[src/rtl/dual_issue_ctrl_pkg.sv]
// -----------------------------------------------------------------------------
// issue_pkg
// Shared definitions for the dual-issue control stage: opcode/funct7 constants,
// the instruction class enum, the decoded-instruction struct and the NOP word.
// Optional feature macro used by the top: DUAL_ISSUE_EN.
// -----------------------------------------------------------------------------
package issue_pkg;

    localparam logic [6:0]  OPC_LOAD  = 7'b0000011;
    localparam logic [6:0]  OPC_RTYPE = 7'b0110011;
    localparam logic [6:0]  OPC_IALU  = 7'b0010011;
    localparam logic [6:0]  F7_MUL    = 7'b0000001;
    localparam logic [31:0] NOP_INSTR = 32'h00000013;

    typedef enum logic [1:0] {
        CLS_LOAD  = 2'd0,
        CLS_ALU   = 2'd1,
        CLS_MUL   = 2'd2,
        CLS_UNSUP = 2'd3
    } instr_cls_e;

    typedef struct packed {
        instr_cls_e cls;
        logic [4:0] rd;
        logic [4:0] rs1;
        logic [4:0] rs2;
        logic       rs1_used;
        logic       rs2_used;
    } dec_instr_t;

endpackage

[src/rtl/dual_issue_ctrl_if.sv]
// -----------------------------------------------------------------------------
// dual_issue_ctrl_if
// Bundle between the instruction queue / execution side and dual_issue_ctrl.
//   instr1, instr2   : queue head and head+1 (queue -> controller)
//   shift_count      : combinational number of instructions consumed (0..2)
//   iss0_valid/instr : registered slot 0 (from instr1)
//   iss1_valid/instr : registered slot 1 (from instr2)
// master = queue/bench side, slave = controller side.
// -----------------------------------------------------------------------------
interface dual_issue_ctrl_if;
    logic [31:0] instr1;
    logic [31:0] instr2;
    logic [1:0]  shift_count;
    logic        iss0_valid;
    logic [31:0] iss0_instr;
    logic        iss1_valid;
    logic [31:0] iss1_instr;

    modport master (
        output instr1, instr2,
        input  shift_count, iss0_valid, iss0_instr, iss1_valid, iss1_instr
    );

    modport slave (
        input  instr1, instr2,
        output shift_count, iss0_valid, iss0_instr, iss1_valid, iss1_instr
    );
endinterface

[src/rtl/dual_issue_ctrl_decode.sv]
// -----------------------------------------------------------------------------
// instr_decode
// Combinational decoder for one queue slot: classifies the instruction and
// extracts rd/rs1/rs2 with source-used flags. Unsupported opcodes report no
// sources and rd = x0 so they never touch the scoreboard.
//   i_instr : raw 32-bit instruction
//   o_dec   : decoded fields (issue_pkg::dec_instr_t)
// -----------------------------------------------------------------------------
module instr_decode
    import issue_pkg::*;
(
    input  logic [31:0] i_instr,
    output dec_instr_t  o_dec
);
    logic [6:0] w_opc;
    logic [6:0] w_f7;
    logic       w_unused_funct3;

    assign w_opc           = i_instr[6:0];
    assign w_f7            = i_instr[31:25];
    assign w_unused_funct3 = ^i_instr[14:12];

    always_comb begin
        o_dec     = '0;
        o_dec.cls = CLS_UNSUP;
        case (w_opc)
            OPC_LOAD: begin
                o_dec.cls      = CLS_LOAD;
                o_dec.rd       = i_instr[11:7];
                o_dec.rs1      = i_instr[19:15];
                o_dec.rs1_used = 1'b1;
            end
            OPC_RTYPE: begin
                o_dec.cls      = (w_f7 == F7_MUL) ? CLS_MUL : CLS_ALU;
                o_dec.rd       = i_instr[11:7];
                o_dec.rs1      = i_instr[19:15];
                o_dec.rs2      = i_instr[24:20];
                o_dec.rs1_used = 1'b1;
                o_dec.rs2_used = 1'b1;
            end
            OPC_IALU: begin
                o_dec.cls      = CLS_ALU;
                o_dec.rd       = i_instr[11:7];
                o_dec.rs1      = i_instr[19:15];
                o_dec.rs1_used = 1'b1;
            end
            default: ;
        endcase
    end
endmodule

[src/rtl/dual_issue_ctrl.sv]
// -----------------------------------------------------------------------------
// dual_issue_ctrl
// Consumer end of the instruction queue. Checks the two head instructions
// against a per-register latency scoreboard (plus a mul-unit busy counter),
// returns how many were consumed and registers them into two issue slots.
// Optional feature macro: DUAL_ISSUE_EN (undefined: slot 1 not built,
// shift_count limited to 0/1, slot 1 tied to invalid NOP).
// Ports:
//   clk   : clock, rising edge
//   reset : synchronous, active-high
//   bus   : dual_issue_ctrl_if.slave (instr1/instr2 in, shift_count and
//           iss0/iss1 valid+instr out)
// Parameters ALU_LAT / LOAD_LAT / MUL_LAT: result latencies, 1..7.
// -----------------------------------------------------------------------------
module dual_issue_ctrl
    import issue_pkg::*;
#(
    parameter int unsigned ALU_LAT  = 1,
    parameter int unsigned LOAD_LAT = 2,
    parameter int unsigned MUL_LAT  = 3
) (
    input  logic           clk,
    input  logic           reset,
    dual_issue_ctrl_if.slave bus
);
    dec_instr_t  w_d1;
    dec_instr_t  w_d2;
    logic [31:0] w_rdy;
    logic        w_mul_rdy;
    logic        w_iss1;
    logic        w_iss2;

    logic [2:0]  r_sb [1:31];
    logic [2:0]  r_mul_cnt;
    logic        r_iss0_vld_p1;
    logic [31:0] r_iss0_instr_p1;

    // Ready means the producer result can be forwarded this cycle.
    function automatic logic ops_ready(input dec_instr_t d, input logic [31:0] rdy,
                                       input logic mul_rdy);
        return (!d.rs1_used || rdy[d.rs1]) && (!d.rs2_used || rdy[d.rs2]) &&
               rdy[d.rd] && ((d.cls != CLS_MUL) || mul_rdy);
    endfunction

    function automatic logic [2:0] lat_of(input instr_cls_e c);
        case (c)
            CLS_LOAD: return 3'(LOAD_LAT);
            CLS_MUL:  return 3'(MUL_LAT);
            default:  return 3'(ALU_LAT);
        endcase
    endfunction

    always_comb begin
        w_rdy    = '0;
        w_rdy[0] = 1'b1;
        for (int i = 1; i < 32; i++) begin
            w_rdy[i] = (r_sb[i] <= 3'd1);
        end
    end

    assign w_mul_rdy = (r_mul_cnt <= 3'd1);

    instr_decode u_dec0 (
        .i_instr (bus.instr1),
        .o_dec   (w_d1)
    );

    assign w_iss1 = !reset && ops_ready(w_d1, w_rdy, w_mul_rdy);

`ifdef DUAL_ISSUE_EN
    logic        w_pair_ok;
    logic        r_iss1_vld_p1;
    logic [31:0] r_iss1_instr_p1;

    instr_decode u_dec1 (
        .i_instr (bus.instr2),
        .o_dec   (w_d2)
    );

    // Intra-pair hazards: no forwarding between the two slots of one pair,
    // a single memory port and a single unpipelined multiplier.
    always_comb begin
        w_pair_ok = 1'b1;
        if (w_d1.rd != 5'd0) begin
            if (w_d2.rs1_used && (w_d2.rs1 == w_d1.rd)) w_pair_ok = 1'b0;
            if (w_d2.rs2_used && (w_d2.rs2 == w_d1.rd)) w_pair_ok = 1'b0;
            if (w_d2.rd == w_d1.rd)                     w_pair_ok = 1'b0;
        end
        if ((w_d1.cls == CLS_LOAD) && (w_d2.cls == CLS_LOAD)) w_pair_ok = 1'b0;
        if ((w_d1.cls == CLS_MUL)  && (w_d2.cls == CLS_MUL))  w_pair_ok = 1'b0;
    end

    assign w_iss2 = w_iss1 && (w_d1.cls != CLS_UNSUP) &&
                    ops_ready(w_d2, w_rdy, w_mul_rdy) && w_pair_ok;

    // ---- slot 1 issue register (p1) ----
    always_ff @(posedge clk) begin
        if (reset) begin
            r_iss1_vld_p1   <= 1'b0;
            r_iss1_instr_p1 <= NOP_INSTR;
        end else begin
            r_iss1_vld_p1   <= w_iss2;
            r_iss1_instr_p1 <= w_iss2 ? bus.instr2 : NOP_INSTR;
        end
    end

    assign bus.iss1_valid = r_iss1_vld_p1;
    assign bus.iss1_instr = r_iss1_instr_p1;
`else
    logic w_unused_instr2;

    assign w_unused_instr2 = ^bus.instr2;
    assign w_d2            = '0;
    assign w_iss2          = 1'b0;
    assign bus.iss1_valid  = 1'b0;
    assign bus.iss1_instr  = NOP_INSTR;
`endif

    assign bus.shift_count = w_iss2 ? 2'b10 : {1'b0, w_iss1};

    // ---- scoreboard update (state for next cycle) ----
    // A load on issue wins over the per-cycle decrement; the two slots never
    // target the same rd because the pair check rejects that case.
    always_ff @(posedge clk) begin
        if (reset) begin
            for (int i = 1; i < 32; i++) begin
                r_sb[i] <= 3'd0;
            end
            r_mul_cnt <= 3'd0;
        end else begin
            for (int i = 1; i < 32; i++) begin
                if (w_iss1 && (w_d1.rd == 5'(i))) begin
                    r_sb[i] <= lat_of(w_d1.cls);
                end else if (w_iss2 && (w_d2.rd == 5'(i))) begin
                    r_sb[i] <= lat_of(w_d2.cls);
                end else if (r_sb[i] != 3'd0) begin
                    r_sb[i] <= r_sb[i] - 3'd1;
                end
            end
            if ((w_iss1 && (w_d1.cls == CLS_MUL)) || (w_iss2 && (w_d2.cls == CLS_MUL))) begin
                r_mul_cnt <= 3'(MUL_LAT);
            end else if (r_mul_cnt != 3'd0) begin
                r_mul_cnt <= r_mul_cnt - 3'd1;
            end
        end
    end

    // ---- slot 0 issue register (p1) ----
    always_ff @(posedge clk) begin
        if (reset) begin
            r_iss0_vld_p1   <= 1'b0;
            r_iss0_instr_p1 <= NOP_INSTR;
        end else begin
            r_iss0_vld_p1   <= w_iss1;
            r_iss0_instr_p1 <= w_iss1 ? bus.instr1 : NOP_INSTR;
        end
    end

    assign bus.iss0_valid = r_iss0_vld_p1;
    assign bus.iss0_instr = r_iss0_instr_p1;
endmodule

[src/flat_wrapper.sv]
// flat-port wrapper written by rule: the top's interface ports become plain ports
module dual_issue_ctrl_flat import issue_pkg::*;
#(
    parameter int unsigned ALU_LAT  = 1,
    parameter int unsigned LOAD_LAT = 2,
    parameter int unsigned MUL_LAT  = 3
)
  (clk, reset, bus_instr1, bus_instr2, bus_shift_count, bus_iss0_valid, bus_iss0_instr, bus_iss1_valid, bus_iss1_instr);
  dual_issue_ctrl_if bus_i ();
  input  logic clk;
  input  logic reset;
  input wire logic [$bits(bus_i.instr1)-1:0] bus_instr1;
  input wire logic [$bits(bus_i.instr2)-1:0] bus_instr2;
  output wire logic [$bits(bus_i.shift_count)-1:0] bus_shift_count;
  output wire logic [$bits(bus_i.iss0_valid)-1:0] bus_iss0_valid;
  output wire logic [$bits(bus_i.iss0_instr)-1:0] bus_iss0_instr;
  output wire logic [$bits(bus_i.iss1_valid)-1:0] bus_iss1_valid;
  output wire logic [$bits(bus_i.iss1_instr)-1:0] bus_iss1_instr;
  assign bus_i.instr1 = bus_instr1;
  assign bus_i.instr2 = bus_instr2;
  assign bus_shift_count = bus_i.shift_count;
  assign bus_iss0_valid = bus_i.iss0_valid;
  assign bus_iss0_instr = bus_i.iss0_instr;
  assign bus_iss1_valid = bus_i.iss1_valid;
  assign bus_iss1_instr = bus_i.iss1_instr;
  dual_issue_ctrl #(.ALU_LAT(ALU_LAT), .LOAD_LAT(LOAD_LAT), .MUL_LAT(MUL_LAT)) u_core (.clk(clk), .reset(reset), .bus(bus_i));
endmodule
[config.mk]
export PLATFORM = sky130hd
export DESIGN_NAME = dual_issue_ctrl_flat
export DESIGN_NICKNAME = d
export VERILOG_FILES = /design/src/rtl/dual_issue_ctrl_pkg.sv /design/src/rtl/dual_issue_ctrl_if.sv /design/src/rtl/dual_issue_ctrl_decode.sv /design/src/rtl/dual_issue_ctrl.sv /design/src/flat_wrapper.sv
export SDC_FILE = /design/constraint.sdc
export NUM_CORES = 1
export LEC_CHECK = 0
export ABC_CLOCK_PERIOD_IN_PS = 7000
export CORE_MARGIN = 1.5
export CORE_UTILIZATION = 56
export DETAILED_ROUTE_END_ITERATION = 8
export DONT_BUFFER_PORTS = 1
export PLACE_DENSITY = 0.69
export SYNTH_ARGS = -nofsm -noshare
export SYNTH_HDL_FRONTEND = slang
export SYNTH_SLANG_ARGS = --single-unit
[constraint.sdc]
create_clock -name clk -period 7 [get_ports clk]
set_clock_uncertainty 0.05 [all_clocks]
set_input_delay 2.1 -clock clk [delete_from_list [all_inputs] [get_ports clk]]
set_output_delay 2.1 -clock clk [all_outputs]
set_load 0.01 [all_outputs]
==> results.json <==
{
  "rows": 48,
  "drive_gt1_frac": 0.0893,
  "critical_path.cell_chain": "nor2b_1 > or4_1 > a21oi_1 > a22oi_1 > o21a_1 > o22ai_1 > nor2_1",
  "rsz0062_at_grt": "no",
  "ios": 134,
  "firstDrtPassIters": 6,
  "cp_data_required_time_ns": 4.85,
  "ctsResizeCount": 0,
  "ant_nets": 0,
  "dieWidth_um": 136,
  "cts_setup_buffers": 0,
  "peakVddDrop_v": 0.000195,
  "combPwrFrac": 0.425,
  "layout.cells.most_common": "ha_1",
  "routed_wirelength_mm": 23.3,
  "die_area_um2": 18500,
  "crit_type": "in -> out",
  "power_density_nw_per_um2": 375,
  "slew_headroom": 0.371,
  "synth_cell_types": 75,
  "synth_edf_count": 93,
  "period_share": 0.908,
  "clkPwrFrac": 0.215,
  "netSwitchingPower_mw": 1.47,
  "nets": 1167,
  "tns_ns": 0,
  "die_y_um": 136,
  "grt_pass1_wl_mm": 36.4,
  "crit_slowest_cell": "a22oi_1",
  "async_flop_share": 0,
  "gp_congestion": 0.909,
  "dr.first_iter.drc_count": 689,
  "power_frac_seq": 0.360,
  "tightest_slew_ns": 0.941,
  "fillers": 1476,
  "status": "finished, final reports clean",
  "antenna_cells": 0,
  "cts_buffers": 17,
  "start_util": 0.572,
  "yosys_warnings": 0,
  "fmax_ghz": 0.157,
  "area_growth_syn_to_layout_pct": 5.81,
  "switching_share": 0.374,
  "cp_max_fo": 10,
  "post-route-worst-setup-slack_ns": 0.641,
  "p_int_mw": 2.46,
  "cts_max_level": 4,
  "setup_viol": 0,
  "overflow": 0,
  "endpoint_kind": "primary output",
  "start_kind": "input port",
  "vias": 7522,
  "final_max_slew_viol_count": 0,
  "drcViolationCount": 0,
  "critPathArrivalTime_ns": 4.21,
  "synthCells": 1028,
  "antenna_found_initial": 0,
  "most-common-layout-cells": "95 x ha_1, 93 x edfxtp_1, 92 x inv_1, 83 x nor2_1, 74 x mux2i_1",
  "via_per_inst": 6.05,
  "yosysSeqAreaShare": 0.355,
  "cts.sinks": 129,
  "hold_viol": 0,
  "grt_usage": 0.257,
  "cpPeakStageDelay_ns": 0.73,
  "cts_hold_buf": 0,
  "clkTransAtPathRegs_ns": 0.05,
  "cts_max_path_buffers": 2,
  "p_leak_nw": 4.38,
  "reg2reg_setup_slack_ns": 3.42,
  "cts_tree": "yes",
  "wl_per_cell_um": 18.7,
  "clockRootBuffer": "clkbuf_16",
  "dp_hpwl_mm": 16.6,
  "maxCapViolations": 0,
  "grt_pass1_vias": 6992,
  "netlist_area_um2": 9900,
  "min_path_type": "reg -> reg",
  "place_ws_ns": 0.669,
  "grt_start_max_net_pins": 89,
  "synth_flop_cell": "edfxtp_1",
  "fin_total_pwr_mw": 3.93,
  "avgSynthCellArea_um2": 9.63,
  "clock_latency_ns": 0.42,
  "ys_seq_elements": 129,
  "io_buffers": 0,
  "core_um2": 17300,
  "fin_crit_ns": 6.36
}
-- registers in the layout, summed over array words and instances, names as in the netlist --
register and flops:
u_core.bus.iss0_instr 32, u_core.bus.iss0_valid 1, u_core.r_sb 93, u_core.r_mul_cnt 3
-- worst paths after layout --
check	startpoint	cells after the start	end
min reg2reg	u_core.r_mul_cnt[2]$_SDFFE_PP0P_	3	u_core.r_mul_cnt[2]$_SDFFE_PP0P_
min	u_core.r_mul_cnt[2]$_SDFFE_PP0P_	3	u_core.r_mul_cnt[2]$_SDFFE_PP0P_
max reg2reg	u_core.r_sb[1][0]$_DFFE_PP_	9	u_core.r_sb[0][44]$_SDFFCE_PN0P_
max	bus_instr1[5]	7	bus_shift_count[0]
-- logic make-up after synthesis --
family,after synthesis,synth area share
compound gates,129,0.101
xor+xnor,1,0.000885
fa+ha+maj,95,0.120
buf+inv,176,0.0828
flops,129,0.355
mux,85,0.0885
other cells,2,0.000759
simple gates,411,0.251
-- synth_stat cells (14+ instances only) --
master    instances  area (um2)
or3_1            70         438
inv_1            92         345
and2_1           22         138
nor3_1           34         170
nand2_1          14        52.6
nand3_1          34         170
edfxtp_1         93        2790
nand4_1          21         131
o21bai_1         22         165
clkbuf_1         29         109
nand2b_1         16         100
and3_1           22         138
a21oi_1          17        85.1
nor2_1           83         312
buf_4            36         270
mux2i_1          74         741
nor2b_1          37         231
dfxtp_1          36         721
ha_1             95        1190
-- per-layer routing --
metal / vias up / track usage / part of all wire
met5: - / 0 / 0
met4: 0 / 0.0940 / 0.018
met3: 35 / 0.0652 / 0.097
met2: 334 / 0.403 / 0.45
met1: 3545 / 0.343 / 0.43
li1: 3608 / - / -
-- through the flow --
stage | utilization | instances | instance area, um2 | hold slack (ns)
3_3_place_gp | 0.573 | 1212 | 9910 | 0.605
6_report | 0.606 | 1244 | 10500 | 0.611
3_5_place_dp | 0.573 | 1212 | 9910 | 0.606
5_1_grt | 0.606 | 1244 | 10500 | 0.660
4_1_cts | 0.606 | 1244 | 10500 | 0.618
2_1_floorplan | - | 1060 | 10000 | 0.553
-- worst max-delay path: cells and delay by family --
kind             cells  cell delay (ns)
AO/OA/AOI/OAI        4             1.13
AND/OR/NAND/NOR      3             0.97
-- layout make-up --
class / count / area [um2] / area share
inverters: 92 / 345 / 0.0330
clock buffers: 28 / 539 / 0.0515
flip-flops and latches: 129 / 3510 / 0.335
clock inverters: 4 / 21.3 / 0.00203
multi-input cells: 755 / 5690 / 0.543
repair buffers: 11 / 82.6 / 0.00788
well taps: 225 / 282 / 0.0269
-- power groups by stage --
stage / sequential [mW] / clock [mW] / combinational (mW)
final: 1.41 / 0.845 / 1.67
after global routing: 1.45 / 0.880 / 1.89
after CTS: 1.41 / 0.852 / 1.66
after detailed placement: 1.42 / 0 / 1.64
after global placement: 1.41 / 0 / 1.60
after floorplan: 1.36 / 0 / 1.32
(Power assumes the default switching activity.)
